**src/rtl/addsub_arbiter_if.sv**
```systemverilog
// Handshake bundle between two requesters, the add/sub arbiter and the result consumer.
interface addsub_arbiter_if #(
   parameter int WIDTH = 8
);
   logic             req0_valid;
   logic [WIDTH-1:0] req0_dataa;
   logic [WIDTH-1:0] req0_datab;
   logic             req0_add_sub;
   logic             req0_ready;

   logic             req1_valid;
   logic [WIDTH-1:0] req1_dataa;
   logic [WIDTH-1:0] req1_datab;
   logic             req1_add_sub;
   logic             req1_ready;

   logic             rsp_valid;
   logic [WIDTH-1:0] rsp_result;
   logic             rsp_carry;
   logic             rsp_id;
   logic             rsp_ready;

   // Requester/consumer side
   modport master (
      output req0_valid, req0_dataa, req0_datab, req0_add_sub,
      input  req0_ready,
      output req1_valid, req1_dataa, req1_datab, req1_add_sub,
      input  req1_ready,
      input  rsp_valid, rsp_result, rsp_carry, rsp_id,
      output rsp_ready
   );

   // Arbiter side
   modport slave (
      input  req0_valid, req0_dataa, req0_datab, req0_add_sub,
      output req0_ready,
      input  req1_valid, req1_dataa, req1_datab, req1_add_sub,
      output req1_ready,
      output rsp_valid, rsp_result, rsp_carry, rsp_id,
      input  rsp_ready
   );
endinterface

```
**src/rtl/addsub_arbiter.sv**
```systemverilog
// Two-requester round-robin arbiter in front of a shared WIDTH-bit adder/subtractor.
// One operation issues per cycle into a one-entry result buffer that loads and
// drains in the same cycle, so full throughput is kept while rsp_ready is high.
module addsub_arbiter #(
   parameter int WIDTH = 8
) (
   input logic             clk,
   input logic             reset,
   addsub_arbiter_if.slave bus
);

   typedef enum logic {
      BUF_EMPTY = 1'b0,
      BUF_FULL  = 1'b1
   } buf_state_t;

   buf_state_t       state_r;
   logic             last_grant_r;
   logic [WIDTH-1:0] result_r;
   logic             carry_r;
   logic             id_r;

   logic             accept_s;
   logic             grant_valid_s;
   logic             grant_id_s;
   logic             handshake_s;
   logic [WIDTH-1:0] op_a_s;
   logic [WIDTH-1:0] op_b_s;
   logic             op_add_s;
   logic [WIDTH:0]   calc_s;

   // Returns {carry_or_borrow, result}; borrow is the inverted carry of a + ~b + 1.
   function automatic logic [WIDTH:0] addsub_f(input logic [WIDTH-1:0] a,
                                               input logic [WIDTH-1:0] b,
                                               input logic             add);
      logic [WIDTH:0] sum;
      if (add) begin
         sum = {1'b0, a} + {1'b0, b};
      end else begin
         sum = {1'b0, a} + {1'b0, ~b} + {{WIDTH{1'b0}}, 1'b1};
         sum[WIDTH] = ~sum[WIDTH];
      end
      return sum;
   endfunction

   // Buffer can take a new result when empty, or when full and draining this cycle.
   always_comb begin
      accept_s = 1'b0;
      case (state_r)
         BUF_EMPTY: accept_s = 1'b1;
         BUF_FULL:  accept_s = bus.rsp_ready;
         default:   accept_s = 1'b0;
      endcase
   end

   // Round-robin pick: under contention the requester not served last wins.
   always_comb begin
      grant_valid_s = 1'b0;
      grant_id_s    = 1'b0;
      if (bus.req0_valid && bus.req1_valid) begin
         grant_valid_s = 1'b1;
         grant_id_s    = ~last_grant_r;
      end else if (bus.req0_valid) begin
         grant_valid_s = 1'b1;
         grant_id_s    = 1'b0;
      end else if (bus.req1_valid) begin
         grant_valid_s = 1'b1;
         grant_id_s    = 1'b1;
      end else begin
         grant_valid_s = 1'b0;
         grant_id_s    = 1'b0;
      end
   end

   // Steer the granted requester's operands into the shared datapath.
   always_comb begin
      op_a_s   = {WIDTH{1'b0}};
      op_b_s   = {WIDTH{1'b0}};
      op_add_s = 1'b0;
      if (grant_id_s) begin
         op_a_s   = bus.req1_dataa;
         op_b_s   = bus.req1_datab;
         op_add_s = bus.req1_add_sub;
      end else begin
         op_a_s   = bus.req0_dataa;
         op_b_s   = bus.req0_datab;
         op_add_s = bus.req0_add_sub;
      end
   end

   // Readies are held low while reset is asserted so no transaction is lost into reset.
   assign handshake_s    = accept_s & grant_valid_s & ~reset;
   assign bus.req0_ready = handshake_s & ~grant_id_s;
   assign bus.req1_ready = handshake_s & grant_id_s;
   assign calc_s         = addsub_f(op_a_s, op_b_s, op_add_s);

   assign bus.rsp_valid  = (state_r == BUF_FULL);
   assign bus.rsp_result = result_r;
   assign bus.rsp_carry  = carry_r;
   assign bus.rsp_id     = id_r;

   // Result buffer state machine; last_grant moves only on an accepted transaction.
   always_ff @(posedge clk or posedge reset) begin
      if (reset) begin
         state_r      <= BUF_EMPTY;
         last_grant_r <= 1'b1;
         result_r     <= {WIDTH{1'b0}};
         carry_r      <= 1'b0;
         id_r         <= 1'b0;
      end else if (handshake_s) begin
         state_r      <= BUF_FULL;
         last_grant_r <= grant_id_s;
         result_r     <= calc_s[WIDTH-1:0];
         carry_r      <= calc_s[WIDTH];
         id_r         <= grant_id_s;
      end else if ((state_r == BUF_FULL) && bus.rsp_ready) begin
         state_r      <= BUF_EMPTY;
      end else begin
         state_r      <= state_r;
      end
   end

endmodule

```
**src/flat_wrapper.sv**
```systemverilog
// flat-port wrapper written by rule: the top's interface ports become plain ports
module addsub_arbiter_flat 
#(
   parameter int WIDTH = 8
)
  (clk, reset, bus_req0_valid, bus_req0_dataa, bus_req0_datab, bus_req0_add_sub, bus_req0_ready, bus_req1_valid, bus_req1_dataa, bus_req1_datab, bus_req1_add_sub, bus_req1_ready, bus_rsp_valid, bus_rsp_result, bus_rsp_carry, bus_rsp_id, bus_rsp_ready);
  addsub_arbiter_if #(.WIDTH(WIDTH)) bus_i ();
  input logic clk;
  input logic reset;
  input wire logic [$bits(bus_i.req0_valid)-1:0] bus_req0_valid;
  input wire logic [$bits(bus_i.req0_dataa)-1:0] bus_req0_dataa;
  input wire logic [$bits(bus_i.req0_datab)-1:0] bus_req0_datab;
  input wire logic [$bits(bus_i.req0_add_sub)-1:0] bus_req0_add_sub;
  output wire logic [$bits(bus_i.req0_ready)-1:0] bus_req0_ready;
  input wire logic [$bits(bus_i.req1_valid)-1:0] bus_req1_valid;
  input wire logic [$bits(bus_i.req1_dataa)-1:0] bus_req1_dataa;
  input wire logic [$bits(bus_i.req1_datab)-1:0] bus_req1_datab;
  input wire logic [$bits(bus_i.req1_add_sub)-1:0] bus_req1_add_sub;
  output wire logic [$bits(bus_i.req1_ready)-1:0] bus_req1_ready;
  output wire logic [$bits(bus_i.rsp_valid)-1:0] bus_rsp_valid;
  output wire logic [$bits(bus_i.rsp_result)-1:0] bus_rsp_result;
  output wire logic [$bits(bus_i.rsp_carry)-1:0] bus_rsp_carry;
  output wire logic [$bits(bus_i.rsp_id)-1:0] bus_rsp_id;
  input wire logic [$bits(bus_i.rsp_ready)-1:0] bus_rsp_ready;
  assign bus_i.req0_valid = bus_req0_valid;
  assign bus_i.req0_dataa = bus_req0_dataa;
  assign bus_i.req0_datab = bus_req0_datab;
  assign bus_i.req0_add_sub = bus_req0_add_sub;
  assign bus_req0_ready = bus_i.req0_ready;
  assign bus_i.req1_valid = bus_req1_valid;
  assign bus_i.req1_dataa = bus_req1_dataa;
  assign bus_i.req1_datab = bus_req1_datab;
  assign bus_i.req1_add_sub = bus_req1_add_sub;
  assign bus_req1_ready = bus_i.req1_ready;
  assign bus_rsp_valid = bus_i.rsp_valid;
  assign bus_rsp_result = bus_i.rsp_result;
  assign bus_rsp_carry = bus_i.rsp_carry;
  assign bus_rsp_id = bus_i.rsp_id;
  assign bus_i.rsp_ready = bus_rsp_ready;
  addsub_arbiter #(.WIDTH(WIDTH)) u_core (.clk(clk), .reset(reset), .bus(bus_i));
endmodule
```
**config.mk**
```make
export PLATFORM = sky130hd
export DESIGN_NAME = addsub_arbiter_flat
export DESIGN_NICKNAME = d
export VERILOG_FILES = /design/src/rtl/addsub_arbiter_if.sv /design/src/rtl/addsub_arbiter.sv /design/src/flat_wrapper.sv
export SDC_FILE = /design/constraint.sdc
export NUM_CORES = 1
export LEC_CHECK = 0
export BUFFER_PORTS_ARGS = -buffer_cell sky130_fd_sc_hd__buf_2
export CORE_MARGIN = 2
export CORE_UTILIZATION = 44
export CTS_CLUSTER_DIAMETER = 50
export CTS_CLUSTER_SIZE = 25
export DETAILED_ROUTE_END_ITERATION = 8
export PLACE_DENSITY = 0.73
export REMOVE_ABC_BUFFERS = 1
export SYNTH_ARGS = -nofsm -noshare
export SYNTH_HDL_FRONTEND = slang
export SYNTH_SLANG_ARGS = --single-unit
```
**constraint.sdc**
```tcl
create_clock -name clk -period 3.5 [get_ports clk]
set_clock_uncertainty 0.2 [all_clocks]
set_input_delay 0.35 -clock clk [delete_from_list [all_inputs] [get_ports clk]]
set_output_delay 0.35 -clock clk [all_outputs]
set_load 0.03 [all_outputs]
```
* Yosys cells after proc, flatten, opt, wreduce, memory -nomap -nowiden *
Cells that the tools add are included.

cells by class
  $add $sub $neg = 3
  multiply operators = 0
  div/mod/pow operators = 0
  order comparisons = 0
  equality and inequality tests = 0
  shift-type cells = 0
  muxes and demuxes = 12
  bitwise operators = 10
  reductions and logical operators = 3

operators with widths
  operator                                     number
  adder 8 x 8 -> 9 bit                         2
  two-way mux 8 bit                            2
  adder 9 x 1 -> 9 bit, second input constant  1
  two-way mux 9 bit                            1
  two-way mux 1 bit                            8
  NOT 8 bit                                    1
  NOT 1 bit                                    5
  bitwise AND 1 bit                            4
  logical AND 1 bit                            2
  case mux 1 bit (2 select lines)              1
  nonzero test 2 bit                           1

storage, ports and cells
  register bits after elaboration = 12
  bits in latches = 0
  memory bits (writable) = 0
  memory bits (read-only) = 0
  bits of input ports = 39
  logic and storage cells = 33
  memories kept = 0

* Longest topological paths before layout *
  word-level depth = 9
  gate-level depth with buffers = 12

* Least setup slack after synthesis *
Ideal clock, no wire load.

  path type = input -> register
  from = input port bus_req1_valid
  to = register u_core.result_r[6] (netlist: u_core.bus.rsp_result[6])
  library setup time = 124 ps
  arrival = 2656 ps
  required time = 3176 ps
  path slack = 520 ps
  stages on the path = 12
  path through = a21boi_2 buf_6 buf_2 mux2i_1 inv_1 ha_1 fa_1 nor2b_1 o21ai_0 a21oi_2 o21a_1 o31a_1

between the ends
  longest elaborated chain between the ends = 8
  elaborated cells between the ends (all ways) = 16

ends and longest elaborated chain
  what                  RTL line               source
  start, declared       flat_wrapper.sv:15     input wire logic [$bits(bus_i.req1_valid)-1:0] bus_req1_valid;
  two-way mux 1 bit     addsub_arbiter.sv:66   end else if (bus.req1_valid) begin
  two-way mux 1 bit     addsub_arbiter.sv:63   end else if (bus.req0_valid) begin
  two-way mux 1 bit     addsub_arbiter.sv:60   if (bus.req0_valid && bus.req1_valid) begin
  two-way mux 8 bit     addsub_arbiter.sv:80   if (grant_id_s) begin
  NOT 8 bit             addsub_arbiter.sv:40   sum = {1'b0, a} + {1'b0, ~b} + {{WIDTH{1'b0}}, 1'b1};
  adder 8 x 8 -> 9 bit  addsub_arbiter.sv:40
  adder 9 x 1 -> 9 bit  addsub_arbiter.sv:40
  two-way mux 9 bit     addsub_arbiter.sv:37   if (add) begin
  end signal, assigned  addsub_arbiter.sv:107  result_r <= {WIDTH{1'b0}};
  end signal, assigned  addsub_arbiter.sv:113  result_r <= calc_s[WIDTH-1:0];
  end, declared         addsub_arbiter.sv:19   logic [WIDTH-1:0] result_r;

Several ways; a longest one is shown, not always the timed one.
A chain may end at the register's enable or synchronous reset.

* Final worst setup path *
  from = register u_core.last_grant_r
  to = register u_core.result_r[6] (netlist: u_core.bus.rsp_result[6])

between the ends
  longest elaborated chain between the ends = 7
  elaborated cells between the ends (all ways) = 10

ends and longest elaborated chain
  what                    RTL line               source
  start, declared         addsub_arbiter.sv:18   logic last_grant_r;
  start signal, assigned  addsub_arbiter.sv:112  last_grant_r <= grant_id_s;
  NOT 1 bit *             addsub_arbiter.sv:62   grant_id_s = ~last_grant_r;
  two-way mux 1 bit *     addsub_arbiter.sv:60
  two-way mux 8 bit       addsub_arbiter.sv:80
  NOT 8 bit               addsub_arbiter.sv:40
  adder 8 x 8 -> 9 bit    addsub_arbiter.sv:40
  adder 9 x 1 -> 9 bit    addsub_arbiter.sv:40
  two-way mux 9 bit *     addsub_arbiter.sv:37

Every way passes the cells marked *; elsewhere a longest branch is shown, timed or not.

==> results by group <==
Run status
  • Status: finished, final reports clean

Synthesis
  • Largest family of logic cells by synthesized area: compound AO/OA/AOI/OAI gates
  • Top FF cell, synth: dfrtp_1
  • FFs w/ async S/R, synth: 100%
  • Seq/Total Area, Yosys: between 20% and 30%
  • Syn Std Cell Area: 1410 um^2
  • Avg Inst Size Synth: slightly below 9 um^2
  • Post-Synth XOR/XNOR Area: around 1.2%
  • Post-Syn Instances: around 160
  • Number of synthesized flops with an enable pin: 0
  • Yosys reg bits: 12
  • Share of the synthesized area in the top cell type: about a fifth
  • Area leader, netlist: dfrtp_1
  • Adder-Cell Fraction of Synth Area: roughly 17%
  • Library cells used by synthesis: 45
  • Main area contributors after synthesis: dfrtp_1, ha_1, mux2i_1
  • Simple-Gate Fraction of Synth Area: approximately 17%
  • Proportion of synthesized area in mux cells: roughly 16%
  • Synth warn: 0
  • Synth cell count leaders: ha_1, inv_1, dfrtp_1, nand2_1
  • Post-synthesis compound-gate area fraction: 20.2%

Layout
  • Non-filler cells, final: between 200 and 300
  • Nets: 273
  • Share of layout cells above drive strength 1: 34.4%
  • Fin util: between 50% and 60%
  • Multi-input combinational cell area: between 1000 and 1500 um^2
  • Final antenna diode count: 0
  • Register Area: between 300 and 400 um^2
  • # fillers: 308
  • Area Growth Syn to Fin: 25.1%
  • Post-Layout Inst Area: 1760 um^2

Pwr
  • Total power: 0.740 mW
  • Worst vdd ir: roughly 0.26 mV
  • Pwr dens: approximately 420 nW/um^2
  • Leakage power figure: between 0.9 and 1 nW

Clocking
  • CTS Buffer Depth: 2
  • Reg clk slew, reported paths: ~0.070 ns
  • Post-CTS setup buffer count: 0
  • Sink Count: 12
  • Clk root buf: clkbuf_4
  • H-tree lvl count: 1
  • Clock latency on the worst-skew pair: ~0.27 ns
  • CTS tree: yes
  • Inserted Clock Buffers: 3

Floorplanning
  • Die Area: 3670 um^2
  • Chip Height: a little over 60 um
  • Io pins: 52
  • Core Area: between 3000 and 4000 um^2
  • Chip Width: 60.6 um
  • Initial Util: between 40% and 50%
  • Site row count: 20

Route
  • WL per Instance: 11.9 um
  • Iteration-0 DRC count of the detailed router: 33
  • Drt first pass iters: 4
  • Total number of vias: about 1300
  • Vias per inst: 5.19
  • Post-route DRC violation count: 0
  • DRT antenna net count: 0
  • Final WL: approximately 3.1 mm

GRT
  • Gr ovfl total: 0
  • Largest net degree at the start of global routing: 24
  • First-pass GRT wire length: ~5.2 mm
  • Vias in the first global route: about 1300
  • Initial antenna violation count: 0
  • Global-route usage over all layers: 18.1%

Setup path
  • Required @ worst endpoint: between 3 and 4 ns
  • Worst Path Buf+Inv: 1
  • Slowest cell on the critical path: ha_1
  • Reg2reg path depth: 9
  • Critical-path cell list: a21boi_2 > buf_4 > mux2_2 > ha_1 > nor3b_1 > nor3_1 > a21oi_2 > o21a_1 > o31a_1
  • CP Class: reg2reg
  • Largest delay contributor family on the critical path: compound AO/OA/AOI/OAI gates
  • Reg2reg start: u_core.last_grant_r
  • Worst EP arrival: between 3 and 4 ns
  • Startpoint Class: register
  • Critical path startpoint: u_core.last_grant_r
  • CP max FO: 11
  • Total stage count of the critical path: 9
  • Critical path capture point type: register
  • Critical Path Max Stage Delay: ~0.47 ns

STA
  • Min Tclk post-route: between 3 and 4 ns
  • Hold Fails Final Rpt: 0
  • Fin. max-slew vios: 0
  • Relative slew slack: a little over half
  • Max frequency: between 300 and 400 MHz
  • RSZ-0062 raised after global routing: no
  • Actual slew at the worst max-slew pin: ~0.7 ns
  • Period utilization: approximately 89%
  • Total Neg Setup Slack: 0 ns
  • # setup viols final: 0

Place
  • Port Buffers: ~50
  • Final GP Congestion: about 0.90
  • Hpwl dp: roughly 2.6 mm
  • Dpl cells: around 250
  • Placed cell area: 1710 um^2

Worst hold path
  • Worst Hold Class: in2reg
  • Hold Startpoint: bus_rsp_ready
  • Worst Hold Depth: 3

Job
  • Max-cap check violation count: 0
==> report_power, final <==
group / leakage (nW) / internal (mW) / total [mW] / switching [mW]
combinational: 0.738 / 0.172 / 0.435 / 0.263
clock: 0.0210 / 0.0632 / 0.106 / 0.0432
sequential: 0.142 / 0.180 / 0.199 / 0.0193
==> registers in the layout, indices dropped and copies added (netlist names) <==
| signal | flops |
|---|---|
| u_core.bus.rsp_carry | 1 |
| u_core.bus.rsp_id | 1 |
| u_core.bus.rsp_result | 8 |
| u_core.bus.rsp_valid | 1 |
| u_core.last_grant_r | 1 |
==> per-stage QoR <==
step	hold slack [ns]	setup slack, ns
2_1_floorplan	0.0140	0.180
3_3_place_gp	0.198	0.303
3_5_place_dp	0.201	0.262
4_1_cts	0.198	0.367
5_1_grt	0.219	0.145
6_report	0.207	0.386
==> path summary, 6_finish.rpt <==
kind	end	slack [ns]
max	u_core.bus.rsp_result[6]	0.39
min	u_core.bus.rsp_valid	0.21
max reg2reg	u_core.bus.rsp_result[6]	0.39
min reg2reg	u_core.bus.rsp_id	0.28
max in group asynchronous	u_core.last_grant_r	2.31
min in group asynchronous	u_core.bus.rsp_carry	0.46
==> layout make-up <==
type                            count  area share [%]
Multi-Input combinational cell    126            57.1
Clock buffer                        4            2.06
Timing Repair Buffer               57            17.2
Tap cell                           44            3.13
Inverter                           16            3.41
Sequential cell                    12            17.1
==> cells by family (layout without fill, tap and decap cells) <==
family,after synthesis,after routing
buffers and inverters,23,77
xor gates and xnor gates,2,2
DFF,12,12
AOI/OAI and AO/OA,40,40
adders and majority gates,18,18
and+or+nand+nor,46,46
muxes,20,20
==> layer usage <==
layer	vias to the layer above	GRT usage [%]	wire length, um	part of all wire [%]
li1	685	-	-	-
met1	604	21.8	1370	44
met2	50	34.1	1460	47
met3	4	3.84	219	7.1
met4	0	1.86	30	0.97
met5	-	0	0	0
==> tightest hold or removal path, delay by kind of cell <==
kind          cells  cell delay, ns
buf+inv           1            0.08
simple gates      2            0.21
==> what timing repair did <==
item,in CTS,in global routing
hold endpoints to repair,11,0
hold buffers,1,0
gates resized for setup,0,0
==> cell usage in the layout, fill, tap and decap left out, drive strengths merged, types with 2 or more instances in the layout <==
master / Yosys / layout
buf: 7 / 56
a21oi: 10 / 10
o311ai: 2 / 2
or3: 2 / 2
clkbuf: 0 / 4
mux2i: 11 / 11
inv: 16 / 16
nand2: 11 / 11
o2111a: 2 / 2
nand2b: 2 / 2
fa: 2 / 2
dfrtp: 11 / 11
mux2: 9 / 9
nor3: 8 / 8
xnor2: 2 / 2
o21a: 3 / 3
nor3b: 3 / 3
nor4: 2 / 2
ha: 16 / 16
nor2: 10 / 10
a21o: 3 / 3
o21ai: 8 / 8
nor2b: 5 / 5
Note: power is estimated with default switching activity, not from simulation.
